==> src/rtl/sample_stream_tx_pkg.sv <==
// Shared definitions for the sample stream transmitter: sample width,
// default timing/depth, and the IDLE/RUN state encoding.
package sample_stream_tx_pkg;

   // Width of one IF sample as seen by the channel top.
   localparam int INPUT_W          = 12;

   // Default clk cycles per clk_sample half-period and default FIFO depth.
   localparam int DEF_HALF_PERIOD  = 8;
   localparam int DEF_DEPTH        = 16;

   // Width of the phase counter; covers 2*255-1.
   localparam int PHASE_W          = 9;

   typedef enum logic {
      STX_IDLE = 1'b0,
      STX_RUN  = 1'b1
   } stx_state_e;

endpackage

==> src/rtl/sample_stream_tx_fifo.sv <==
// Synchronous single-clock FIFO with registered full/empty/count.
// A push into a full FIFO is still accepted when a pop happens in the same
// cycle. Storage has no reset; only pointers and flags are cleared.
module sample_fifo
   import sample_stream_tx_pkg::*;
#(
   parameter int WIDTH = INPUT_W + 1,
   parameter int DEPTH = DEF_DEPTH,
   parameter int CW    = $clog2(DEPTH) + 1
) (
   input  logic             clk,
   input  logic             reset,
   input  logic             push,
   input  logic [WIDTH-1:0] din,
   input  logic             pop,
   output logic [WIDTH-1:0] dout,
   output logic             full,
   output logic             empty,
   output logic [CW-1:0]    count
);

   localparam int AW = $clog2(DEPTH);

   logic [WIDTH-1:0] mem_q [DEPTH];
   logic [AW-1:0]    wr_ptr_q, wr_ptr_d;
   logic [AW-1:0]    rd_ptr_q, rd_ptr_d;
   logic [CW-1:0]    count_q, count_d;
   logic             full_q, full_d;
   logic             empty_q, empty_d;
   logic             do_push;
   logic             do_pop;

   // Next pointer/occupancy state; a pop frees the slot a same-cycle push needs.
   always_comb begin
      do_pop   = pop && !empty_q;
      do_push  = push && (!full_q || do_pop);
      wr_ptr_d = wr_ptr_q;
      rd_ptr_d = rd_ptr_q;
      count_d  = count_q;
      if (do_push) wr_ptr_d = wr_ptr_q + AW'(1);
      if (do_pop)  rd_ptr_d = rd_ptr_q + AW'(1);
      if (do_push && !do_pop)      count_d = count_q + CW'(1);
      else if (do_pop && !do_push) count_d = count_q - CW'(1);
      full_d   = (count_d == CW'(DEPTH));
      empty_d  = (count_d == '0);
   end

   // Control state register.
   always_ff @(posedge clk) begin
      if (reset) begin
         wr_ptr_q <= '0;
         rd_ptr_q <= '0;
         count_q  <= '0;
         full_q   <= 1'b0;
         empty_q  <= 1'b1;
      end else begin
         wr_ptr_q <= wr_ptr_d;
         rd_ptr_q <= rd_ptr_d;
         count_q  <= count_d;
         full_q   <= full_d;
         empty_q  <= empty_d;
      end
   end

   // Sample storage write port.
   always_ff @(posedge clk) begin
      if (do_push) mem_q[wr_ptr_q] <= din;
   end

   assign dout  = mem_q[rd_ptr_q];
   assign full  = full_q;
   assign empty = empty_q;
   assign count = count_q;

endmodule

==> src/rtl/sample_stream_tx.sv <==
// Emulated ADC front end: buffers host samples and replays them on a divided
// sample clock, changing data only at the falling-edge boundary (phase 0) so
// each sample is stable HALF_PERIOD cycles either side of the rising edge.
module sample_stream_tx
   import sample_stream_tx_pkg::*;
#(
   parameter int HALF_PERIOD = DEF_HALF_PERIOD,
   parameter int DEPTH       = DEF_DEPTH,
   parameter int CW          = $clog2(DEPTH) + 1
) (
   input  logic               clk,
   input  logic               reset,
   input  logic               en,
   input  logic               wr_en,
   input  logic [INPUT_W-1:0] wr_data,
   input  logic               wr_valid,
   output logic               fifo_full,
   output logic [CW-1:0]      fifo_count,
   output logic               overflow,
   output logic               clk_sample,
   output logic               sample_valid,
   output logic [INPUT_W-1:0] data,
   output logic [31:0]        samples_sent,
   output logic [15:0]        underrun_count
);

   localparam logic [PHASE_W-1:0] PHASE_LAST = PHASE_W'(2 * HALF_PERIOD - 1);
   localparam logic [PHASE_W-1:0] PHASE_HIGH = PHASE_W'(HALF_PERIOD);

   function automatic logic [15:0] sat_inc16(input logic [15:0] v);
      return (v == 16'hFFFF) ? v : v + 16'd1;
   endfunction

   stx_state_e         state_q, state_d;
   logic [PHASE_W-1:0] phase_q, phase_d;
   logic [PHASE_W-1:0] phase_inc;
   logic               clk_sample_q, clk_sample_d;
   logic               sample_valid_q, sample_valid_d;
   logic [INPUT_W-1:0] data_q, data_d;
   logic [31:0]        samples_sent_q, samples_sent_d;
   logic [15:0]        underrun_q, underrun_d;
   logic               overflow_q, overflow_d;
   logic               load;
   logic               pop;
   logic               fifo_empty;
   logic [INPUT_W:0]   fifo_dout;

   sample_fifo #(
      .WIDTH (INPUT_W + 1),
      .DEPTH (DEPTH),
      .CW    (CW)
   ) u_fifo (
      .clk   (clk),
      .reset (reset),
      .push  (wr_en),
      .din   ({wr_valid, wr_data}),
      .pop   (pop),
      .dout  (fifo_dout),
      .full  (fifo_full),
      .empty (fifo_empty),
      .count (fifo_count)
   );

   // Period sequencing, sample loading and statistics.
   always_comb begin
      state_d        = state_q;
      phase_d        = phase_q;
      clk_sample_d   = clk_sample_q;
      sample_valid_d = sample_valid_q;
      data_d         = data_q;
      samples_sent_d = samples_sent_q;
      underrun_d     = underrun_q;
      load           = 1'b0;
      pop            = 1'b0;
      phase_inc      = phase_q + PHASE_W'(1);

      // Dropped writes: FIFO full and no pop frees a slot this cycle.
      overflow_d = overflow_q | (wr_en & fifo_full & ~(pop_possible(state_q, phase_q, en, fifo_empty)));

      case (state_q)
         STX_IDLE: begin
            clk_sample_d   = 1'b0;
            sample_valid_d = 1'b0;
            phase_d        = '0;
            if (en) begin
               state_d = STX_RUN;
               load    = 1'b1;
            end
         end
         default: begin
            if (phase_q == PHASE_LAST) begin
               phase_d      = '0;
               clk_sample_d = 1'b0;
               if (en) begin
                  load = 1'b1;
               end else begin
                  state_d        = STX_IDLE;
                  sample_valid_d = 1'b0;
               end
            end else begin
               phase_d      = phase_inc;
               clk_sample_d = (phase_inc >= PHASE_HIGH);
            end
         end
      endcase

      // A load presents the next queued sample, or records an underrun.
      if (load) begin
         if (!fifo_empty) begin
            pop            = 1'b1;
            data_d         = fifo_dout[INPUT_W-1:0];
            sample_valid_d = fifo_dout[INPUT_W];
            if (fifo_dout[INPUT_W]) samples_sent_d = samples_sent_q + 32'd1;
         end else begin
            sample_valid_d = 1'b0;
            underrun_d     = sat_inc16(underrun_q);
         end
      end
   end

   // True when a load will pop the FIFO this cycle.
   function automatic logic pop_possible(input stx_state_e st, input logic [PHASE_W-1:0] ph,
                                         input logic req, input logic emp);
      return req && !emp && ((st == STX_IDLE) || (ph == PHASE_LAST));
   endfunction

   // State and output registers; reset clears everything mid-period too.
   always_ff @(posedge clk) begin
      if (reset) begin
         state_q        <= STX_IDLE;
         phase_q        <= '0;
         clk_sample_q   <= 1'b0;
         sample_valid_q <= 1'b0;
         data_q         <= '0;
         samples_sent_q <= '0;
         underrun_q     <= '0;
         overflow_q     <= 1'b0;
      end else begin
         state_q        <= state_d;
         phase_q        <= phase_d;
         clk_sample_q   <= clk_sample_d;
         sample_valid_q <= sample_valid_d;
         data_q         <= data_d;
         samples_sent_q <= samples_sent_d;
         underrun_q     <= underrun_d;
         overflow_q     <= overflow_d;
      end
   end

   assign overflow       = overflow_q;
   assign clk_sample     = clk_sample_q;
   assign sample_valid   = sample_valid_q;
   assign data           = data_q;
   assign samples_sent   = samples_sent_q;
   assign underrun_count = underrun_q;

endmodule
==> config.mk <==
export PLATFORM = sky130hd
export DESIGN_NAME = sample_stream_tx
export DESIGN_NICKNAME = d
export VERILOG_FILES = /design/src/rtl/sample_stream_tx_pkg.sv /design/src/rtl/sample_stream_tx_fifo.sv /design/src/rtl/sample_stream_tx.sv
export SDC_FILE = /design/constraint.sdc
export NUM_CORES = 1
export LEC_CHECK = 0
export ABC_AREA = 1
export BUFFER_PORTS_ARGS = -buffer_cell sky130_fd_sc_hd__buf_4
export CAP_MARGIN = 15
export CORE_MARGIN = 10
export CORE_UTILIZATION = 60
export DETAILED_ROUTE_END_ITERATION = 8
export GPL_TIMING_DRIVEN = 1
export PLACE_DENSITY = 0.79
export SLEW_MARGIN = 20
export SYNTH_ARGS = -nofsm -noshare
export SYNTH_HDL_FRONTEND = slang
export SYNTH_SLANG_ARGS = --single-unit
==> constraint.sdc <==
create_clock -name clk -period 3.2 [get_ports clk]
set_input_delay 0.48 -clock clk [delete_from_list [all_inputs] [get_ports clk]]
set_output_delay 0.48 -clock clk [all_outputs]
set_load 0.005 [all_outputs]
After elaboration in Yosys (flattened, before gate mapping) --
Memories as Yosys holds them, arrays and structs flattened. A register that Yosys moved wholly into a read port is not among the register bits. Index checks and enable logic that the tools add are counted.
Storage, ports and cells: register bits after elaboration 88, RAM bits 208, bits in latches 0, bits in read-only memories 0, logic and storage cells 70, memories kept 1, output and inout port bits 69
Memory list:
- u_fifo.mem_q | depth 16, width 13, read ports 1, clocked after memory_dff 1, write ports 1, RTL line sample_stream_tx_fifo.sv:24 | logic [WIDTH-1:0] mem_q [DEPTH];
Cells by class: reductions and logical operators 18, div/mod/pow operators 0, shift operators 0, bitwise gates (word level) 7, add/subtract/negate cells 7, equal/unequal tests 5, multipliers 0, mux-type cells 18, $lt $le $gt $ge 1
Operators by type and width (count):
- 32-bit by 1-bit adder with 32-bit output (second input constant) | 1
- 16-bit by 1-bit adder with 16-bit output (second input constant) | 1
- 16-bit == test (second input constant) | 1
- 1-bit 2-to-1 mux | 14
- 5-bit 2-to-1 mux | 2
- 9-bit by 1-bit adder with 9-bit output (second input constant) | 1
- 9-bit by 4-bit == test with 1-bit output (second input constant) | 1
- 9-bit by 4-bit >= comparator with 1-bit output (second input constant) | 1
- 4-bit by 1-bit adder with 4-bit output (second input constant) | 2
- 4-bit 2-to-1 mux | 2
- 1-bit logical AND | 6
- 3-bit AND reduction | 2
- 5-bit by 1-bit adder with 5-bit output (second input constant) | 1
- 5-bit == test (second input constant) | 1
- 5-bit zero test | 1
- 5-bit by 1-bit subtractor with 5-bit output (second input constant) | 1
- 1-bit zero test | 4
- 1-bit inverter | 4
- 2-bit AND reduction | 2
- 3-bit by 1-bit inequality test with 1-bit output (second input constant) | 1
- 3-bit by 2-bit inequality test with 1-bit output (second input constant) | 1
- 3-bit OR reduction | 1
- 1-bit bitwise AND | 2
- 1-bit logical OR | 2
- 1-bit bitwise OR | 1

Longest topological paths before layout --
Gate-level depths: netlist of run 1.
depth in word-level cells 12, depth in mapped cells 13, gate-level depth less buffers 13

Modules after synthesis --
Synthesis of run 1 repeated with hierarchy kept, for this count alone.
Second synthesis, totals: cells, all modules 1353, area, all modules 13102.6 µm²
By module, submodules not included:
- sample_fifo | cells each 756, instances 1, area an instance 9187.6 µm²
- sample_stream_tx | cells each 597, instances 1, area an instance 3915.0 µm²

Worst setup path before layout of run 1 --
No wires, ideal clock.
path kind reg-to-reg, start point register phase_q[0], end point memory u_fifo.mem_q[0][0] (netlist name) (enable), setup slack 0.901 ns, arrival time 1.917 ns, required time 2.818 ns, path buffers 0, stages on the path, launching flop included 12, cells stage by stage dfxtp_1 ha_1 nand3_2 nor2_4 nand2_4 nand2_8 nand2_8 nand2_1 nand2_2 inv_2 nand2_1 nor2_1
On the way: longest elaborated chain between the ends 9
Ends and longest elaborated chain:
- start: declaration | RTL line sample_stream_tx.sv:35 | logic [PHASE_W-1:0] phase_q, phase_d;
- start signal: assignment | RTL line sample_stream_tx.sv:140 | phase_q <= phase_d;
- 9-bit by 4-bit == test with 1-bit output | RTL line sample_stream_tx.sv:91 | if (phase_q == PHASE_LAST) begin
- 1-bit 2-to-1 mux | RTL line sample_stream_tx.sv:91
- 1-bit 2-to-1 mux | RTL line sample_stream_tx.sv:80 | case (state_q)
- 1-bit 2-to-1 mux | RTL line sample_stream_tx.sv:108 | if (load) begin
- 1-bit logical AND | RTL line sample_stream_tx_fifo.sv:35 | do_pop = pop && !empty_q;
- 1-bit logical OR | RTL line sample_stream_tx_fifo.sv:36 | do_push = push && (!full_q || do_pop);
- 1-bit logical AND | RTL line sample_stream_tx_fifo.sv:36
- 1-bit 2-to-1 mux | RTL line sample_stream_tx_fifo.sv:67 | if (do_push) mem_q[wr_ptr_q] <= din;
- 1-bit 2-to-1 mux (not written as such) | RTL line sample_stream_tx_fifo.sv:67
- end: declaration | RTL line sample_stream_tx_fifo.sv:24
Every way passes these cells.

Worst setup path in the final report of run 1 --
start point register phase_q[0], end point memory u_fifo.mem_q[3][0] (netlist name) (enable)
The elaborated chain is that of the path after synthesis.

==> results of run 1 <==
==> registers in the layout, summed over array words and instances, names as in the netlist, named ones only <==
name,count
underrun_count,16
clk_sample,1
u_fifo.empty,1
state_q,1
overflow,1
samples_sent,32
phase_q,9
u_fifo.full,1
data,12
u_fifo.rd_ptr_q,4
sample_valid,1
u_fifo.wr_ptr_q,4
u_fifo.count,5
u_fifo.mem_q,208
==> worst paths after layout <==
check	end	slack (ns)	cells after the start
min reg2reg	phase_q[0]$_SDFF_PP0_	0.45	1
max	u_fifo.mem_q[3][0]$_DFFE_PP_	0.69	12
max reg2reg	u_fifo.mem_q[3][0]$_DFFE_PP_	0.69	12
min	u_fifo.mem_q[4][2]$_DFFE_PP_	0.22	1
==> cells by family (layout without fill, tap and decap cells) <==
| kind of cell | after synthesis | count (layout) |
|---|---|---|
| AOI/OAI and AO/OA | 263 | 263 |
| xor gates and xnor gates | 46 | 46 |
| and+or+nand+nor | 493 | 493 |
| DFF | 300 | 300 |
| buffers and inverters | 133 | 239 |
| adders and majority gates | 10 | 10 |
==> power groups by stage <==
stage | clock network, W | logic (W) | registers, W
after global placement | 0 | 0.000731 | 0.00438
after detailed placement | 0 | 0.000756 | 0.00438
final | 0.00354 | 0.000769 | 0.00430
after floorplan | 0 | 0.000533 | 0.00436
after global routing | 0.00372 | 0.000850 | 0.00431
after CTS | 0.00356 | 0.000762 | 0.00430
==> synthesized netlist by cell type (3+ instances only) <==
cell,number
nand2_2,3
o221ai_1,12
ha_1,10
inv_1,59
edfxtp_1,208
nand3_1,68
nand2_1,152
nand3_2,3
o21ai_0,99
o22ai_1,18
nand2_4,3
dfxtp_1,92
clkbuf_1,30
nor3_2,3
buf_2,15
nand4_1,15
o211ai_1,52
inv_2,6
buf_4,8
nor3_1,23
nor2_1,207
xnor2_1,12
buf_6,13
xor2_1,34
a21oi_1,58
o21ai_1,20
==> through the flow <==
stage / setup slack, ns / instance area (sq um)
floorplan: 0.901 / 13000
global placement: 0.797 / 13800
detailed placement: 0.752 / 13800
CTS: 0.710 / 14800
global route: 0.493 / 14800
finish: 0.686 / 14800
==> critical path, stage by stage (launching register included) <==
cell     delay [ns]
dfxtp_1        0.35
ha_1           0.21
nand3_2        0.14
nor2_4         0.13
nand2_4        0.08
nand2_8        0.11
nand2_8        0.08
nand2_1        0.08
nand2_2        0.08
inv_2          0.10
nand2_2        0.09
nor2_1         0.42
buf_4          0.32
==> layout make-up <==
class | count | area, sq um | share of cell area, %
inverter | 67 | 259 | 1.75
clock buffer | 32 | 747 | 5.04
multi-input combinational | 812 | 4250 | 28.7
timing repair buffer | 118 | 886 | 5.98
clock inverter | 22 | 249 | 1.68
sequential | 300 | 8090 | 54.6
tap | 275 | 344 | 2.32
==> per-layer routing <==
metal | GRT usage (%) | vias to the layer above | routed length [um]
li1 | - | 4543 | -
met1 | 28.9 | 4600 | 13400
met2 | 35.9 | 412 | 15200
met3 | 4.33 | 57 | 2500
met4 | 5.99 | 2 | 661
met5 | 0 | - | 13
==> placed cells by master (no fill, tap or decap), types with 2 or more instances in the layout <==
master and count:
edfxtp_1 208, nor2_1 207, nand2_1 152, buf_4 118, o21ai_0 99, dfxtp_1 90, nand3_1 68, inv_1 59
a21oi_1 58, o211ai_1 52, xor2_1 34, clkbuf_16 29, nor3_1 23, o21ai_1 20, o22ai_1 18, nand4_1 15
xnor2_1 12, o221ai_1 12, ha_1 10, inv_2 6, clkinvlp_4 5, bufinv_16 4, clkinv_2 4, nand3_2 3
nand2_4 3, nand2_2 3, nor3_2 3, clkinv_4 3, clkinv_1 3, nor2_4 2, nand2_8 2, nor3b_1 2
nand3_4 2, nand3b_1 2, nor2_2 2, nor4_1 2, dfxtp_2 2, inv_6 2, clkbuf_1 2
==> reports/results.ini, run 1 <==
[yosys]
yosys-top-cells-area = edfxtp_1, dfxtp_1, nor2_1
synth-async-reset-ratio_pct = 0
synth_top_cell_by_area = edfxtp_1
synth.top_cell.area_share_pct = 48.1
synth_nets = 1272
synth_flop_cell = edfxtp_1
yosys.area_share.simple_pct = 16.9
ys_ff_latch = 300
syn_area_sq_um = 13000
muxShareOfSynthArea_pct = 0
synth_edf_count = 208
ys_seq_area_share_pct = 62.3
synth.avg_cell_area_sq_um = 10.4
synth_cells = 1245
synth_xor_area_share_pct = 3.10
yosys.cell_types.count = 41
synthAdderAreaFrac_pct = 0.963
synth_compound_area_share_pct = 11.8
yosys_warnings = 0
synth_top_family_by_area = simple AND/OR/NAND/NOR gates

[route]
routed_wl_um = 31700
drc = 0
ant_nets = 0
dr.pass1.iters = 6
drt_iter0_markers = 1140
vias_per_cell = 5.91
vias = 9614
wire_per_inst_um = 19.5

[cells_and_area]
instances_no_fill = 1626
antennaDiodeCount = 0
fin_nets = 1355
fin_util_pct = 70.1
fillers = 1474
drive_above_1_share_pct = 14.7
syn_to_final_growth_pct = 14.1

[clock_tree]
ctsResizeCount = 0
clockRootBuffer = clkbuf_16
cts_tree = built
cts_sinks = 300
clock_latency_ns = 0.57
cts_buffers = 29
htree_num_levels = 1
clk_path_buf_depth = 3
path_clk_slew_ns = 0.07
hold_buffers = 0
cts_setup_buffers = 0

[power]
leakage_nw = 5.22
peakVddDrop_mv = 0.554
total_power_w = 0.00861
cellPowerDensity_nw_per_um2 = 581
comb_power_share_pct = 8.9
swShare_pct = 24.4
clkPwrFrac_pct = 41.1
p_sw_w = 0.00211
internal-power_w = 0.00651
p_seq_share_pct = 49.9

[place]
portBuffers = 85
hpwl_um = 20000
place_congestion = 0.907
place_inst = 1572

[sta]
min_period_over_period_pct = 78.6
rsz0062_at_grt = no
setup_viol_count_final = 0
tightest_slew_ns = 0.608
slew_headroom_pct = 59.4
hold_ws_ns = 0.219
final-hold-violation-count = 0
clock-skew-final_ns = 0.0128
setup_tns_ns = 0
fmax_mhz = 398
finalMaxSlewViolations = 0
fin_crit_ns = 2.51

[critical_path]
worstPathArrival_ns = 2.78
cp-start-kind = flop
crit_fanout = 10
path_class = reg -> reg
cp.required_ns = 3.46
crit_start = phase_q[0]$_SDFF_PP0_
r2r_start = phase_q[0]$_SDFF_PP0_
critPathCaptureType = flop

[grt]
grt_max_degree = 60
grt_pass1_vias = 9491
antenna_found_initial = 1
grt_pass1_wl_um = 50500
grt_usage_pct = 21.8
overflow = 0

[floorplan]
io_pins = 86
die-area_sq_um = 27900
start_util_pct = 61.4
chipHeight_um = 167
die_x_um = 167
rows = 53
core_area_sq_um = 21200

[min_path]
holdCritPathClass = in -> reg
min_from = wr_data[2]

[flow_run]
max_cap_violations = 0

[run_status]
status = complete, no violations

(Power assumes the default switching activity.)
==> run 2: changes to the inputs <==
- CORE_UTILIZATION: 60 -> 55
- PLACE_DENSITY: 0.79 -> 0.76
- clock period: 3.2 -> 2.21 ns (I/O delays scaled with it)
==> reports/results.ini, run 2 (same netlist as run 1, synthesis figures left out) <==
[sta]
setup_tns_ns = 0  ; unchanged
finalMaxSlewViolations = 0  ; unchanged
rsz0062_at_grt = yes
setup_viol_count_final = 0  ; unchanged
final-hold-violation-count = 0  ; unchanged
fmax_mhz = 480  ; +21%
tightest_slew_ns = 0.558  ; -0.0496 ns
fin_crit_ns = 2.08  ; -0.430 ns
min_period_over_period_pct = 94.3  ; +16 points
slew_headroom_pct = 62.8  ; +3.3 points
clock-skew-final_ns = 0.0152  ; +0.00245 ns

[floorplan]
core_area_sq_um = 23300  ; +10%
die_x_um = 174  ; +3.9%
die-area_sq_um = 30200  ; +8.0%
chipHeight_um = 174  ; +3.9%
rows = 56  ; +5.7%
io_pins = 86  ; unchanged
start_util_pct = 55.7  ; -5.7 points

[critical_path]
critPathCaptureType = flop
worstPathArrival_ns = 2.35  ; -0.43 ns
cp.required_ns = 2.47  ; -0.99 ns
r2r_start = phase_q[0]$_SDFF_PP0_
crit_cells = 12  ; unchanged
path_class = reg -> reg
slowest_stage = dfxtp_1
critPathBufInv = 2  ; unchanged
crit_family = simple AND/OR/NAND/NOR gates
crit_fanout = 6  ; -4
cp-start-kind = flop
max_stage_delay_ns = 0.40  ; -0.02 ns
ff2ff_path_depth = 12  ; unchanged
cp_cell_sequence = ha_4 > nand3_2 > nor2_4 > nand2_4 > nand2_8 > nand2_8 > nand2_1 > nand2_2 > clkinv_4 > nand2_4 > nor2_4 > buf_4
crit_start = phase_q[0]$_SDFF_PP0_

[route]
vias_per_cell = 5.79  ; -2.1%
drc = 0  ; unchanged
dr.pass1.iters = 5  ; -1
vias = 9764  ; +1.6%
drt_iter0_markers = 1249  ; +9.6%
routed_wl_um = 32700  ; +2.9%
ant_nets = 0  ; unchanged
wire_per_inst_um = 19.4  ; -0.75%

[clock_tree]
hold_buffers = 0  ; unchanged
clk_path_buf_depth = 3  ; unchanged
clockRootBuffer = clkbuf_16
cts_tree = built
cts_sinks = 300  ; unchanged
cts_setup_buffers = 0  ; unchanged
path_clk_slew_ns = 0.06  ; about the same
htree_num_levels = 1  ; unchanged
clock_latency_ns = 0.56  ; about the same
cts_buffers = 30  ; +3.4%

[cells_and_area]
largest_register = u_fifo.mem_q
fin_area_sq_um = 15300  ; +3.0%
antennaDiodeCount = 0  ; unchanged
drive_above_1_share_pct = 16.9  ; +2.2 points
largest_register_ffs = 208  ; unchanged
layout_common_cells = edfxtp_1, nor2_1, nand2_1
syn_to_final_growth_pct = 17.6
fin_nets = 1373  ; +1.3%
final_common_cell = edfxtp_1

[flow_run]
max_cap_violations = 0  ; unchanged

[grt]
antenna_found_initial = 0  ; -1
grt_pass1_vias = 9321  ; -1.8%
overflow = 0  ; unchanged
grt_usage_pct = 20.3  ; -1.5 points
grt_max_degree = 73  ; +22%
grt_pass1_wl_um = 50300  ; -0.38%

[power]
leakage_nw = 5.37  ; +3.0%
peakVddDrop_mv = 0.767  ; +38%
cellPowerDensity_nw_per_um2 = 818  ; +41%
total_power_w = 0.0125  ; +45%

[place]
portBuffers = 85  ; unchanged
place_congestion = 0.917  ; +1.2%
hpwl_um = 20700  ; +3.4%
placed_cell_area_sq_um = 14000  ; +1.4%

[min_path]
min_from = wr_en
holdCritPathClass = in -> reg
whs_path_depth = 3  ; +2

[run_status]
status = complete, no violations

run 2: power breakdown:
group	switching, W	internal, W	total, W
registers	0.0000964	0.00613	0.00623
clock network	0.00205	0.00299	0.00504
logic	0.000815	0.000411	0.00123
total	0.00296	0.00953	0.0125
run 2: routing by layer:
layer / vias up / part of all wire, % / GRT usage (%)
li1: 4592 / - / -
met1: 4671 / 41 / 26.6
met2: 437 / 49 / 34.6
met3: 64 / 8.1 / 3.11
met4: 0 / 2.3 / 4.92
met5: - / 0 / 0
run 2: worst reg2reg max path, stage by stage (launching register included):
cell	delay, ns
dfxtp_1	0.40
ha_4	0.17
nand3_2	0.12
nor2_4	0.12
nand2_4	0.08
nand2_8	0.11
nand2_8	0.05
nand2_1	0.07
nand2_2	0.10
clkinv_4	0.12
nand2_4	0.10
nor2_4	0.14
buf_4	0.19
run 2: per-stage QoR:
stage	worst slack [ns]	std cells	utilization, %	hold slack (ns)
floorplan	-0.0895	1245	-	0.418
global placement	0.104	1624	60.1	0.432
detailed placement	0.00792	1624	60.1	0.441
CTS	0.00533	1677	64.4	0.0913
global route	-0.0161	1686	65.4	0.119
finish	0.126	1686	65.4	0.0918
run 2: path summary, 6_finish.rpt:
kind / to / slack (ns)
setup / recovery: u_fifo.mem_q[5][1]$_DFFE_PP_ / 0.13
hold / removal: overflow$_SDFF_PP0_ / 0.09
setup reg to reg: u_fifo.mem_q[5][1]$_DFFE_PP_ / 0.13
hold reg to reg: flop / 0.47
run 2: repair_timing:
action,CTS,global route
cloned,0,9
endpoints found under the hold margin,0,0
resized for setup,7,60
pin swaps,0,1
endpoints found under the setup margin,86,238
run 2: area by class of cell:
cell class | count | area (sq um)
repair buffers | 135 | 1140
clock inverters | 10 | 111
flip-flops and latches | 300 | 8090
fillers | 1755 | 8060
multi-input cells | 812 | 4380
inverters | 67 | 267
well taps | 319 | 399
clock buffers | 43 | 882
==> run 3: changes to the inputs <==
- CORE_ASPECT_RATIO: default -> 1.1
- PLACE_DENSITY: 0.76 -> 0.86
==> reports/results.ini, run 3 (same netlist as run 1, synthesis figures left out) <==
[clock_tree]
hold_buffers = 0  ; unchanged
clk_path_buf_depth = 3  ; unchanged
clockRootBuffer = clkbuf_16
cts_tree = built
clock_latency_ns = 0.57  ; about the same
cts_sinks = 300  ; unchanged
cts_setup_buffers = 0  ; unchanged
htree_num_levels = 1  ; unchanged
path_clk_slew_ns = 0.07  ; about the same
cts_buffers = 29  ; -3.3%

[critical_path]
critPathBufInv = 2  ; unchanged
ff2ff_path_depth = 12  ; unchanged
critPathCaptureType = flop
cp-start-kind = flop
r2r_start = phase_q[0]$_SDFF_PP0_
worstPathArrival_ns = 2.42  ; +0.07 ns
cp.required_ns = 2.49  ; +0.02 ns
regToRegSetupSlack_ns = 0.07  ; -0.06 ns
max_stage_delay_ns = 0.36  ; -0.04 ns
r2r_end = u_fifo.mem_q[9][7]$_DFFE_PP_
cp_cell_sequence = ha_2 > nand3_2 > nor2_4 > nand2_4 > nand2_8 > nand2_8 > nand2_1 > nand2_2 > inv_4 > nand2_2 > nor2_2 > buf_4
crit_fanout = 6  ; unchanged
crit_family = simple AND/OR/NAND/NOR gates
path_class = reg -> reg
slowest_stage = dfxtp_1

[sta]
setup_viol_count_final = 0  ; unchanged
hold_ws_ns = 0.0997  ; +0.00787 ns
fin_crit_ns = 2.14  ; +0.0607 ns
final-hold-violation-count = 0  ; unchanged
fmax_mhz = 466  ; -2.8%
finalMaxSlewViolations = 0  ; unchanged
fin_ws_ns = 0.0656  ; -0.0607 ns
rsz0062_at_grt = yes
clock-skew-final_ns = 0.0191  ; +0.00385 ns
tightest_slew_ns = 0.517  ; -0.0411 ns
slew_headroom_pct = 65.5  ; +2.7 points
min_period_over_period_pct = 97.0  ; +2.7 points

[floorplan]
core_area_sq_um = 23100  ; -1.1%
die-area_sq_um = 30200  ; about the same
chipHeight_um = 181  ; +4.3%
rows = 58  ; +3.6%
start_util_pct = 56.3  ; +0.62 points
die_x_um = 167  ; -4.1%
io_pins = 86  ; unchanged

[route]
vias_per_cell = 5.98  ; +3.2%
dr.pass1.iters = 7  ; +2
wire_per_inst_um = 19.7  ; +1.5%
ant_nets = 0  ; unchanged
vias = 9943  ; +1.8%
drc = 0  ; unchanged
drt_iter0_markers = 1420  ; +14%
routed_wl_um = 32700  ; +0.17%

[grt]
overflow = 0  ; unchanged
grt_usage_pct = 20.5  ; +0.23 points
grt_pass1_wl_um = 51000  ; +1.5%
antenna_found_initial = 0  ; unchanged
grt_max_degree = 88  ; +21%
grt_pass1_vias = 9365  ; +0.47%

[place]
placed_cell_area_sq_um = 14000  ; -0.38%
pre_cts_ws_ns = 0.0838  ; +0.0758 ns
place_inst = 1606  ; -1.1%
portBuffers = 85  ; unchanged
place_congestion = 0.970  ; +5.8%
hpwl_um = 21300  ; +2.8%

[flow_run]
max_cap_violations = 0  ; unchanged

[cells_and_area]
drive_above_1_share_pct = 15.9  ; -0.99 points
instances_no_fill = 1664  ; -1.3%
final_common_cell = edfxtp_1
syn_to_final_growth_pct = 15.7
antennaDiodeCount = 0  ; unchanged
largest_register = u_fifo.mem_q
layout_common_cells = edfxtp_1, nor2_1, nand2_1
largest_register_ffs = 208  ; unchanged
fin_nets = 1368  ; -0.36%
fin_area_sq_um = 15000  ; -1.6%

[min_path]
whs_path_depth = 3  ; unchanged
min_to = overflow$_SDFF_PP0_
min_from = wr_en
holdCritPathClass = in -> reg

[power]
total_power_w = 0.0123  ; -1.5%
cellPowerDensity_nw_per_um2 = 819  ; about the same
leakage_nw = 5.28  ; -1.7%
peakVddDrop_mv = 0.724  ; -5.6%

[run_status]
status = complete, no violations

[run 3: layout make-up]
class                           count  area [sq um]
Sequential cell                   300          8090
Timing Repair Buffer              131          1070
Clock buffer                       41           801
Inverter                           67           262
Tap cell                          300           375
Clock inverter                     13           133
Fill cell                        1668          8050
Multi-Input combinational cell    812          4290
[run 3: routing by layer]
metal	global-route usage [%]	routed length, um
met3	3.54	3230
met4	6.43	865
met1	27.0	12800
met2	34.0	15800
met5	0	0
[run 3: what timing repair did]
action | CTS | global route
endpoints found under the setup margin | 0 | 237
endpoints found under the hold margin | 0 | 0
resized for setup | 0 | 34
[run 3: how the worst max path moves through the flow]
stage               cells past startpoint                             to                  start
finish                                 12   u_fifo.mem_q[9][7]$_DFFE_PP_  phase_q[0]$_SDFF_PP0_
global route                           12  u_fifo.mem_q[9][11]$_DFFE_PP_  phase_q[0]$_SDFF_PP0_
CTS                                    12   u_fifo.mem_q[3][7]$_DFFE_PP_  phase_q[0]$_SDFF_PP0_
detailed placement                      9   samples_sent[4]$_SDFFE_PP0P_                   flop
global placement                       12  u_fifo.mem_q[12][8]$_DFFE_PP_  phase_q[0]$_SDFF_PP0_
floorplan                              11   u_fifo.mem_q[0][0]$_DFFE_PP_  phase_q[0]$_SDFF_PP0_
[run 3: through the flow]
step | util, % | TNS, ns
after floorplan | - | -17.20
after detailed placement | 60.5 | 0
after CTS | 64.6 | 0
final | 65.1 | 0
after global placement | 60.5 | 0
after global routing | 65.1 | -3.37
[run 3: worst min-delay path: cells and delay by family]
kind	cells	cell delay (ns)
buf+inv	1	0.13
compound gates	1	0.08
simple gates	1	0.07
[run 3: power breakdown]
group          internal, W  switching [W]  total [W]
combinational     0.000399       0.000831    0.00123
clock              0.00277        0.00207    0.00484
sequential         0.00613      0.0000962    0.00623
